<file path="src/rtl/mips_ctrl_pkg.sv">
// Shared encodings for the mips32 multicycle main control: opcodes, FSM states,
// datapath select codes and the control vector driven by the output decoder.
package mips_ctrl_pkg;

  localparam logic [5:0] OP_RTYPE = 6'b000000;
  localparam logic [5:0] OP_LW    = 6'b100011;
  localparam logic [5:0] OP_SW    = 6'b101011;
  localparam logic [5:0] OP_BEQ   = 6'b000100;
  localparam logic [5:0] OP_BNE   = 6'b000101;
  localparam logic [5:0] OP_ADDI  = 6'b001000;
  localparam logic [5:0] OP_ANDI  = 6'b001100;
  localparam logic [5:0] OP_ORI   = 6'b001101;
  localparam logic [5:0] OP_LUI   = 6'b001111;
  localparam logic [5:0] OP_J     = 6'b000010;

  typedef enum logic [3:0] {
    ST_FETCH  = 4'd0,
    ST_DECODE = 4'd1,
    ST_MEMADR = 4'd2,
    ST_MEMRD  = 4'd3,
    ST_MEMWB  = 4'd4,
    ST_MEMWR  = 4'd5,
    ST_RTEXEC = 4'd6,
    ST_RTWB   = 4'd7,
    ST_BRANCH = 4'd8,
    ST_JUMP   = 4'd9,
    ST_IEXEC  = 4'd10,
    ST_IWB    = 4'd11
  } state_e;

  localparam logic [1:0] ALU_ADD   = 2'b00;
  localparam logic [1:0] ALU_SUB   = 2'b01;
  localparam logic [1:0] ALU_FUNCT = 2'b10;
  localparam logic [1:0] ALU_IMM   = 2'b11;

  localparam logic [1:0] SRCB_RT      = 2'b00;
  localparam logic [1:0] SRCB_FOUR    = 2'b01;
  localparam logic [1:0] SRCB_IMM     = 2'b10;
  localparam logic [1:0] SRCB_IMM_SH2 = 2'b11;

  localparam logic [1:0] EXT_SIGN = 2'b00;
  localparam logic [1:0] EXT_ZERO = 2'b01;
  localparam logic [1:0] EXT_LUI  = 2'b10;

  localparam logic [1:0] PCSRC_ALU    = 2'b00;
  localparam logic [1:0] PCSRC_ALUOUT = 2'b01;
  localparam logic [1:0] PCSRC_JUMP   = 2'b10;

  typedef struct packed {
    logic       pc_write;
    logic       pc_write_cond;
    logic       branch_ne;
    logic [1:0] pc_source;
    logic       i_or_d;
    logic       mem_read;
    logic       mem_write;
    logic       ir_write;
    logic       reg_dst;
    logic       mem_to_reg;
    logic       reg_write;
    logic       alu_src_a;
    logic [1:0] alu_src_b;
    logic [1:0] alu_op;
    logic [1:0] ext_op;
    logic       illegal_op;
    logic       retire;
  } ctrl_t;

  // Logical immediates are zero-extended; lui places the immediate in the upper half.
  function automatic logic [1:0] imm_ext_mode(input logic [5:0] op);
    case (op)
      OP_ANDI, OP_ORI: return EXT_ZERO;
      OP_LUI:          return EXT_LUI;
      default:         return EXT_SIGN;
    endcase
  endfunction

  function automatic logic op_supported(input logic [5:0] op);
    case (op)
      OP_RTYPE, OP_LW, OP_SW, OP_BEQ, OP_BNE,
      OP_ADDI, OP_ANDI, OP_ORI, OP_LUI, OP_J: return 1'b1;
      default:                                 return 1'b0;
    endcase
  endfunction

endpackage

</file>
<file path="src/rtl/mips_ctrl_outputs.sv">
// Combinational control-vector decode from state, opcode and mem_ready; kept
// separate so a pipelined decoder can reuse the same per-state map.
module mips_ctrl_outputs
  import mips_ctrl_pkg::*;
(
  input  state_e      state,
  input  logic [5:0]  opcode,
  input  logic        mem_ready,
  output ctrl_t       ctrl
);

  always_comb begin
    ctrl           = '0;
    ctrl.pc_source = PCSRC_ALU;
    ctrl.alu_op    = ALU_ADD;
    case (state)
      ST_FETCH: begin
        ctrl.mem_read  = 1'b1;
        ctrl.alu_src_b = SRCB_FOUR;
        // IR and PC load only in the handshake cycle.
        if (mem_ready) begin
          ctrl.ir_write = 1'b1;
          ctrl.pc_write = 1'b1;
        end else begin
          ctrl.ir_write = 1'b0;
          ctrl.pc_write = 1'b0;
        end
      end
      ST_DECODE: begin
        ctrl.alu_src_b  = SRCB_IMM_SH2;
        ctrl.ext_op     = EXT_SIGN;
        ctrl.illegal_op = ~op_supported(opcode);
      end
      ST_MEMADR: begin
        ctrl.alu_src_a = 1'b1;
        ctrl.alu_src_b = SRCB_IMM;
        ctrl.ext_op    = EXT_SIGN;
      end
      ST_MEMRD: begin
        ctrl.mem_read = 1'b1;
        ctrl.i_or_d   = 1'b1;
      end
      ST_MEMWB: begin
        ctrl.reg_write  = 1'b1;
        ctrl.mem_to_reg = 1'b1;
        ctrl.retire     = 1'b1;
      end
      ST_MEMWR: begin
        ctrl.mem_write = 1'b1;
        ctrl.i_or_d    = 1'b1;
        ctrl.retire    = mem_ready;
      end
      ST_RTEXEC: begin
        ctrl.alu_src_a = 1'b1;
        ctrl.alu_src_b = SRCB_RT;
        ctrl.alu_op    = ALU_FUNCT;
      end
      ST_RTWB: begin
        ctrl.reg_write = 1'b1;
        ctrl.reg_dst   = 1'b1;
        ctrl.retire    = 1'b1;
      end
      ST_BRANCH: begin
        ctrl.alu_src_a     = 1'b1;
        ctrl.alu_src_b     = SRCB_RT;
        ctrl.alu_op        = ALU_SUB;
        ctrl.pc_write_cond = 1'b1;
        ctrl.pc_source     = PCSRC_ALUOUT;
        ctrl.branch_ne     = (opcode == OP_BNE);
        ctrl.retire        = 1'b1;
      end
      ST_JUMP: begin
        ctrl.pc_write  = 1'b1;
        ctrl.pc_source = PCSRC_JUMP;
        ctrl.retire    = 1'b1;
      end
      ST_IEXEC: begin
        ctrl.alu_src_a = 1'b1;
        ctrl.alu_src_b = SRCB_IMM;
        ctrl.alu_op    = ALU_IMM;
        ctrl.ext_op    = imm_ext_mode(opcode);
      end
      ST_IWB: begin
        ctrl.reg_write = 1'b1;
        ctrl.retire    = 1'b1;
        ctrl.ext_op    = imm_ext_mode(opcode);
      end
      default: ctrl = '0;
    endcase
  end

endmodule

</file>
<file path="src/rtl/mips_multicycle_control.sv">
// Multicycle main control FSM for mips32: state register, memory-wait timeout
// counter and next-state logic; the control vector comes from mips_ctrl_outputs.
module mips_multicycle_control
  import mips_ctrl_pkg::*;
#(
  parameter int TIMEOUT_W = 8
) (
  input  logic       clock,
  input  logic       reset,
  input  logic [5:0] opcode,
  input  logic [5:0] funct,
  input  logic       mem_ready,
  output logic       pc_write,
  output logic       pc_write_cond,
  output logic       branch_ne,
  output logic [1:0] pc_source,
  output logic       i_or_d,
  output logic       mem_read,
  output logic       mem_write,
  output logic       ir_write,
  output logic       reg_dst,
  output logic       mem_to_reg,
  output logic       reg_write,
  output logic       alu_src_a,
  output logic [1:0] alu_src_b,
  output logic [1:0] alu_op,
  output logic [1:0] ext_op,
  output logic       illegal_op,
  output logic       mem_fault,
  output logic       retire,
  output logic [3:0] state
);

  state_e                 state_q, state_d;
  logic [TIMEOUT_W-1:0]   wait_cnt_q, wait_cnt_d;
  logic                   in_wait_s;
  logic                   timeout_s;
  ctrl_t                  ctrl_s;
  ctrl_t                  ctrl_out_s;
  logic                   unused_funct;

  // funct is decoded by the ALU control, not here.
  assign unused_funct = ^funct;

  assign in_wait_s = (state_q == ST_FETCH) || (state_q == ST_MEMRD) || (state_q == ST_MEMWR);
  // Fires in the wait cycle after 2^TIMEOUT_W-1 unanswered cycles.
  assign timeout_s = in_wait_s && !mem_ready && (wait_cnt_q == {TIMEOUT_W{1'b1}});

  always_ff @(posedge clock or posedge reset) begin
    if (reset) begin
      state_q    <= ST_FETCH;
      wait_cnt_q <= '0;
    end else begin
      state_q    <= state_d;
      wait_cnt_q <= wait_cnt_d;
    end
  end

  always_comb begin
    if (in_wait_s && !mem_ready && !timeout_s) begin
      wait_cnt_d = wait_cnt_q + {{(TIMEOUT_W-1){1'b0}}, 1'b1};
    end else begin
      wait_cnt_d = '0;
    end
  end

  always_comb begin
    state_d = ST_FETCH;
    case (state_q)
      ST_FETCH: begin
        if (mem_ready) state_d = ST_DECODE;
        else           state_d = ST_FETCH;
      end
      ST_DECODE: begin
        case (opcode)
          OP_LW, OP_SW:                     state_d = ST_MEMADR;
          OP_RTYPE:                         state_d = ST_RTEXEC;
          OP_BEQ, OP_BNE:                   state_d = ST_BRANCH;
          OP_J:                             state_d = ST_JUMP;
          OP_ADDI, OP_ANDI, OP_ORI, OP_LUI: state_d = ST_IEXEC;
          default:                          state_d = ST_FETCH;
        endcase
      end
      ST_MEMADR: begin
        if (opcode == OP_SW) state_d = ST_MEMWR;
        else                 state_d = ST_MEMRD;
      end
      ST_MEMRD: begin
        if (mem_ready)      state_d = ST_MEMWB;
        else if (timeout_s) state_d = ST_FETCH;
        else                state_d = ST_MEMRD;
      end
      ST_MEMWR: begin
        if (mem_ready || timeout_s) state_d = ST_FETCH;
        else                        state_d = ST_MEMWR;
      end
      ST_RTEXEC: state_d = ST_RTWB;
      ST_IEXEC:  state_d = ST_IWB;
      ST_MEMWB, ST_RTWB, ST_BRANCH, ST_JUMP, ST_IWB: state_d = ST_FETCH;
      default:   state_d = ST_FETCH;
    endcase
  end

  mips_ctrl_outputs u_outputs (
    .state     (state_q),
    .opcode    (opcode),
    .mem_ready (mem_ready),
    .ctrl      (ctrl_s)
  );

  // Reset silences every strobe immediately, independent of the clock.
  always_comb begin
    if (reset) ctrl_out_s = '0;
    else       ctrl_out_s = ctrl_s;
  end

  assign pc_write      = ctrl_out_s.pc_write;
  assign pc_write_cond = ctrl_out_s.pc_write_cond;
  assign branch_ne     = ctrl_out_s.branch_ne;
  assign pc_source     = ctrl_out_s.pc_source;
  assign i_or_d        = ctrl_out_s.i_or_d;
  assign mem_read      = ctrl_out_s.mem_read;
  assign mem_write     = ctrl_out_s.mem_write;
  assign ir_write      = ctrl_out_s.ir_write;
  assign reg_dst       = ctrl_out_s.reg_dst;
  assign mem_to_reg    = ctrl_out_s.mem_to_reg;
  assign reg_write     = ctrl_out_s.reg_write;
  assign alu_src_a     = ctrl_out_s.alu_src_a;
  assign alu_src_b     = ctrl_out_s.alu_src_b;
  assign alu_op        = ctrl_out_s.alu_op;
  assign ext_op        = ctrl_out_s.ext_op;
  assign illegal_op    = ctrl_out_s.illegal_op;
  assign retire        = ctrl_out_s.retire;
  assign mem_fault     = timeout_s & ~reset;
  assign state         = state_q;

endmodule

</file>
<file path="config.mk">
export PLATFORM = sky130hd
export DESIGN_NAME = mips_multicycle_control
export DESIGN_NICKNAME = d
export VERILOG_FILES = /design/src/rtl/mips_ctrl_pkg.sv /design/src/rtl/mips_ctrl_outputs.sv /design/src/rtl/mips_multicycle_control.sv
export SDC_FILE = /design/constraint.sdc
export NUM_CORES = 1
export LEC_CHECK = 0
export ABC_AREA = 1
export CORE_UTILIZATION = 46
export CTS_CLUSTER_DIAMETER = 120
export DETAILED_ROUTE_END_ITERATION = 10
export PLACE_DENSITY = 0.85
export SLEW_MARGIN = 20
export SYNTH_ARGS = -nofsm -noshare
export SYNTH_HDL_FRONTEND = slang
export SYNTH_SLANG_ARGS = --single-unit
export TNS_END_PERCENT = 30
</file>
<file path="constraint.sdc">
create_clock -name clock -period 2.8 [get_ports clock]
set_input_delay 0.56 -clock clock [delete_from_list [all_inputs] [get_ports clock]]
set_output_delay 0.56 -clock clock [all_outputs]
set_load 0.05 [all_outputs]
</file>
==> results.cfg, run 1 <==
[outcome]
status = finished clean

[finish]
layout-drive-gt1-share_pct = 24.0
fin_area_um2 = 1660
area_growth_pct = 62.5
antennaDiodeCount = 0
nFillCells = 128
nNetsFinal = 217
fin_util_pct = 82.2

[critical_path]
arrival_ns = 2.03
cp_num_buf_inv = 2
critPathTopFamily = simple AND/OR/NAND/NOR gates
max_stage_delay_ns = 0.45
r2r_slack_ns = 1.08
worstPathCellList = clkdlybuf4s50_1, nor2_1, nand3_1, nand2_1, nor2_1, nand3_1, nor2_2, buf_12
crit_fanout = 7
critPathLaunch = opcode[4]
crit_path_start_kind = input port
rr_startpoint = state[1]
crit_required_ns = 2.24
endpoint_kind = primary output
critPathSlowestCell = clkdlybuf4s50_1
critPathKind = input port to primary output

[yosys]
synth_most_common_cell = nand2_1
ys_seq_elements = 12
yosys_warnings = 0
yosysTopAreaCell = dfrtp_1
ys_types = 29
synth-main-ff-cell = dfrtp_1
syn_avg_cell_area_um2 = 6.28
synth_cells = 163
yosys-top-cells-count = 31 x nand2_1, 30 x nor2_1, 28 x inv_1
synth_edf_count = 0
synth_area_um2 = 1020
async_reset_ff_share_pct = 100
syn_nets = 179
synthTopCellsByArea = dfrtp_1 29%, nand2_1 11%, nor2_1 11%
ys_seq_area_share_pct = 29.3
synth_top_area_share_pct = 29.3

[timing]
rsz0062_at_grt = false
worstMarginPinSlew_ns = 0.527
max_slew_margin_pct = 64.7
slew_viol_final = 0
fin_worst_skew_ns = 0.000777
tns_ns = 0
whs_ns = 0.494
period_needed_ns = 2.59
fmax_ghz = 0.387
finalSetupViolCount = 0
period_share_pct = 92.3
hold_viol_final = 0

[floorplanning]
start_util_pct = 50.6
rows = 16
die_x_um = 49.2
io_pins = 41
core_area_um2 = 2020
die_h_um = 49.2
dieArea_um2 = 2420

[worst_hold_path]
hold_path_class = register to register
holdCritStartpoint = wait_cnt_q[0]

[clock_tree]
cts.root.buffer_cell = clkbuf_4
cts_made_buffers = 3
ctsLongestPathBuffers = 2
clock_latency_ns = 0.27
ctsResizeCount = 0
htreeDepth = 1
cts_tree = built
post_cts_buffers = 0
postCtsHoldBufs = 0
cts.sinks = 12
cts.clk_slew.worst_paths_ns = 0.07

[pwr]
power.density_nw_per_um2 = 646
power_mw = 1.08
max-vdd-ir-drop_mv = 0.628
leakagePower_nw = 0.790

[route]
routed-via-count = 1257
drtIter0Drc = 37
via_per_inst = 5.54
drc = 0
wirelength_um = 3000
post_drt_wl_per_cell_um = 13.2
ant_nets = 0
firstDrtPassIters = 5

[grt]
grt_pass1_vias = 1180
grt_use_total_pct = 27.3
grt.overflow.total = 0
grt_max_degree = 13
antenna_found_initial = 0
grt_pass1_wl_um = 5130

[place]
io_buffer_count = 34
hpwl_um = 2450
gp_congestion = 0.925
placed_cell_area_um2 = 1630

[job]
cap_violations = 0
==> layer usage <==
layer	track usage [%]	part of all wire, %
met3	7.48	8.8
met4	7.35	1.4
met1	32.2	39
met5	0	0
met2	48.2	51
==> layout by cell type, fill, tap and decap left out, drive strengths merged <==
cell,instances
a21oi,12
a31oi,1
buf,25
clkbuf,4
clkdlybuf4s50,12
clkinv,1
dfrtp,12
ha,1
inv,29
nand2,35
nand3,14
nand4,4
nor2,35
nor3,8
nor4,1
o211ai,1
o21ai,2
o22ai,1
or2,1
xor2,1
==> final timing paths <==
kind                                 end  cells after the start
min in group asynchronous       state[0]                      3
min                        wait_cnt_q[0]                      1
max                           illegal_op                      8
max in group asynchronous       state[1]                      3
min reg2reg                wait_cnt_q[0]                      1
max reg2reg                wait_cnt_q[2]                      6
==> metrics by stage <==
stage	instances	worst slack (ns)
floorplan	163	-0.00107
global placement	223	0.303
detailed placement	223	0.240
CTS	227	0.236
global route	227	0.0787
finish	227	0.215
==> sequential cells by signal (all words and copies together) (netlist names) <==
register	count
wait_cnt_q	8
state	4
==> logic make-up (layout without fill, tap and decap cells) <==
kind of cell | Yosys count | after routing | share of synthesized area [%]
buf+inv | 34 | 71 | 13.6
xor+xnor | 1 | 1 | 0.856
fa+ha+maj | 1 | 1 | 1.22
compound gates | 17 | 17 | 9.17
flops | 12 | 12 | 29.3
simple gates | 98 | 98 | 45.8
==> cell type report <==
| type | instances | area (um^2) | share of cell area [%] |
|---|---|---|---|
| repair buffers | 37 | 583 | 35.1 |
| clock buffers | 4 | 36.3 | 2.18 |
| inverters | 30 | 113 | 6.77 |
| well taps | 27 | 33.8 | 2.03 |
| multi-input cells | 117 | 597 | 35.9 |
| flip-flops and latches | 12 | 300 | 18.1 |
==> report_power, final <==
group / internal [mW] / switching (mW)
clock: 0.0790 / 0.0575
combinational: 0.261 / 0.433
sequential: 0.201 / 0.0435
No activity file was read; power rests on OpenSTA's default activity.
==> run 2, diff against run 1 <==
Settings changed: SETUP_SLACK_MARGIN set to 0.4.
==> run 2 against run 1 <==
Via count rose by 6.0%. Final cell count rose by 4.8%. Count of clock-buffer cells in the layout fell by 1. Combinational power rose by 2%. Non-clock buffer count rose by 12. Worst setup slack improved by 0.14 ns. Register-to-register slack improved by 0.05 ns. Hold slack got worse by 0.011 ns. Utilization rose by 4.5 points. Global-route usage rose by 3.3 points. Critical path depth fell by 4. Sequential share of layout area fell by 0.94 points.
==> results.cfg, run 2 (synthesis results as in run 1) <==
[outcome]
status = finished clean

[route]
wirelength_um = 3350
drtIter0Drc = 44
post_drt_wl_per_cell_um = 14.1
via_per_inst = 5.60
routed-via-count = 1332
firstDrtPassIters = 4
ant_nets = 0
drc = 0

[clock_tree]
cts_made_buffers = 3
postCtsHoldBufs = 0
ctsLongestPathBuffers = 2
clock_latency_ns = 0.27
cts.root.buffer_cell = clkbuf_4
cts.clk_slew.worst_paths_ns = 0.07
cts_tree = built
cts.sinks = 12
htreeDepth = 1

[critical_path]
critPathKind = input port to primary output
endpoint_kind = primary output
arrival_ns = 1.89
crit_path_start_kind = input port
crit_fanout = 13
crit_required_ns = 2.24
r2r_slack_ns = 1.13

[finish]
layout-drive-gt1-share_pct = 30.8
nNetsFinal = 229
antennaDiodeCount = 0
layout_common_cells = 31 x nand2_1, 27 x inv_1, 26 x nor2_1
regMostFlops = wait_cnt_q
final_common_cell = nand2_1
area_growth_pct = 71.4
multi_input_area_um2 = 619
largest_reg_flops = 8
nFillCells = 99
layout.area.seq_um2 = 300

[timing]
period_share_pct = 87.4
finalSetupViolCount = 0
rsz0062_at_grt = true
slew_viol_final = 0
period_needed_ns = 2.45
fmax_ghz = 0.409
setup_slack_ns = 0.353
hold_viol_final = 0
fin_worst_skew_ns = 0.00351
worstMarginPinSlew_ns = 0.501
max_slew_margin_pct = 66.5

[place]
io_buffer_count = 34
place_ws_ns = 0.282
gp_congestion = 0.996
hpwl_um = 2540

[floorplanning]
core_area_um2 = 2020
die_h_um = 49.2
dieArea_um2 = 2420
rows = 16
start_util_pct = 50.6
io_pins = 41
die_x_um = 49.2

[pwr]
power_mw = 1.06
power.density_nw_per_um2 = 603
p_clk_share_pct = 9.7
max-vdd-ir-drop_mv = 0.405
seqPwrFrac_pct = 23.1
swShare_pct = 51.0
leakagePower_nw = 0.851
comb_power_share_pct = 67.1
p_sw_uw = 540
p_int_uw = 518

[grt]
grt_pass1_wl_um = 5820
grt_max_degree = 14
grt_pass1_vias = 1313
grt_use_total_pct = 30.6
antenna_found_initial = 0
grt.overflow.total = 0

[job]
cap_violations = 0

[worst_hold_path]
hold_path_class = register to register
run 2: cell count changes in the layout (fill, tap and decap cells not counted), moves of 2 or more:
cell,change
nor2_1,-3
buf_4,+12
clkdlybuf4s50_1,-6
nor2_2,+2
dlygate4sd2_1,+6
run 2: final timing paths:
path,depth (start not counted),end,start
worst max-delay path,4,alu_op[0],reset
worst min-delay path,1,wait_cnt_q[0],wait_cnt_q[0]
worst max register to register,7,wait_cnt_q[4],state[0]
worst min register to register,1,wait_cnt_q[0],wait_cnt_q[0]
max in group asynchronous,3,wait_cnt_q[7],reset
min in group asynchronous,3,state[0],reset
run 2: metal layers:
| layer | global-route usage, % | vias up | part of all wire, % |
|---|---|---|---|
| met4 | 12.3 | 0 | 3.6 |
| li1 | - | 615 | - |
| met2 | 51.8 | 91 | 48 |
| met5 | 0 | - | 0 |
| met1 | 37.5 | 608 | 40 |
| met3 | 6.54 | 18 | 8.1 |
run 2: timing repair:
action / in CTS / in global routing
pin swaps: 4 / 0
buffers inserted: 11 / 0
resized for setup: 10 / 2
cloned: 0 / 0
endpoints found under the setup margin: 8 / 9
run 2: layout make-up:
class	instances	area share [%]
Inverter	30	6.42
Clock buffer	3	1.28
Sequential cell	12	17.1
Timing Repair Buffer	49	37.9
Tap cell	27	1.93
Multi-Input combinational cell	117	35.3
run 2: critical path: stages:
cell and delay, ns:
clkdlybuf4s50_1 0.54, buf_4 0.24, nor3_1 0.35, buf_12 0.19
run 2: stage by stage:
step | cells | area [um^2] | TNS (ns) | hold WS (ns) | utilization [%]
after floorplan | 163 | 1040 | -0.00107 | 0.440 | -
final | 238 | 1750 | 0 | 0.483 | 86.8
after global routing | 238 | 1750 | 0 | 0.484 | 86.8
after CTS | 238 | 1750 | 0 | 0.478 | 86.5
after detailed placement | 224 | 1640 | 0 | 0.466 | 81.1
after global placement | 224 | 1640 | 0 | 0.454 | 81.1
run 2: power by group through the flow:
stage,Sequential [mW],Clock [mW],Combinational [mW]
CTS,0.241,0.106,0.700
finish,0.245,0.103,0.710
detailed placement,0.245,0,0.690
global placement,0.243,0,0.665
floorplan,0.289,0,0.373
global route,0.247,0.112,0.746
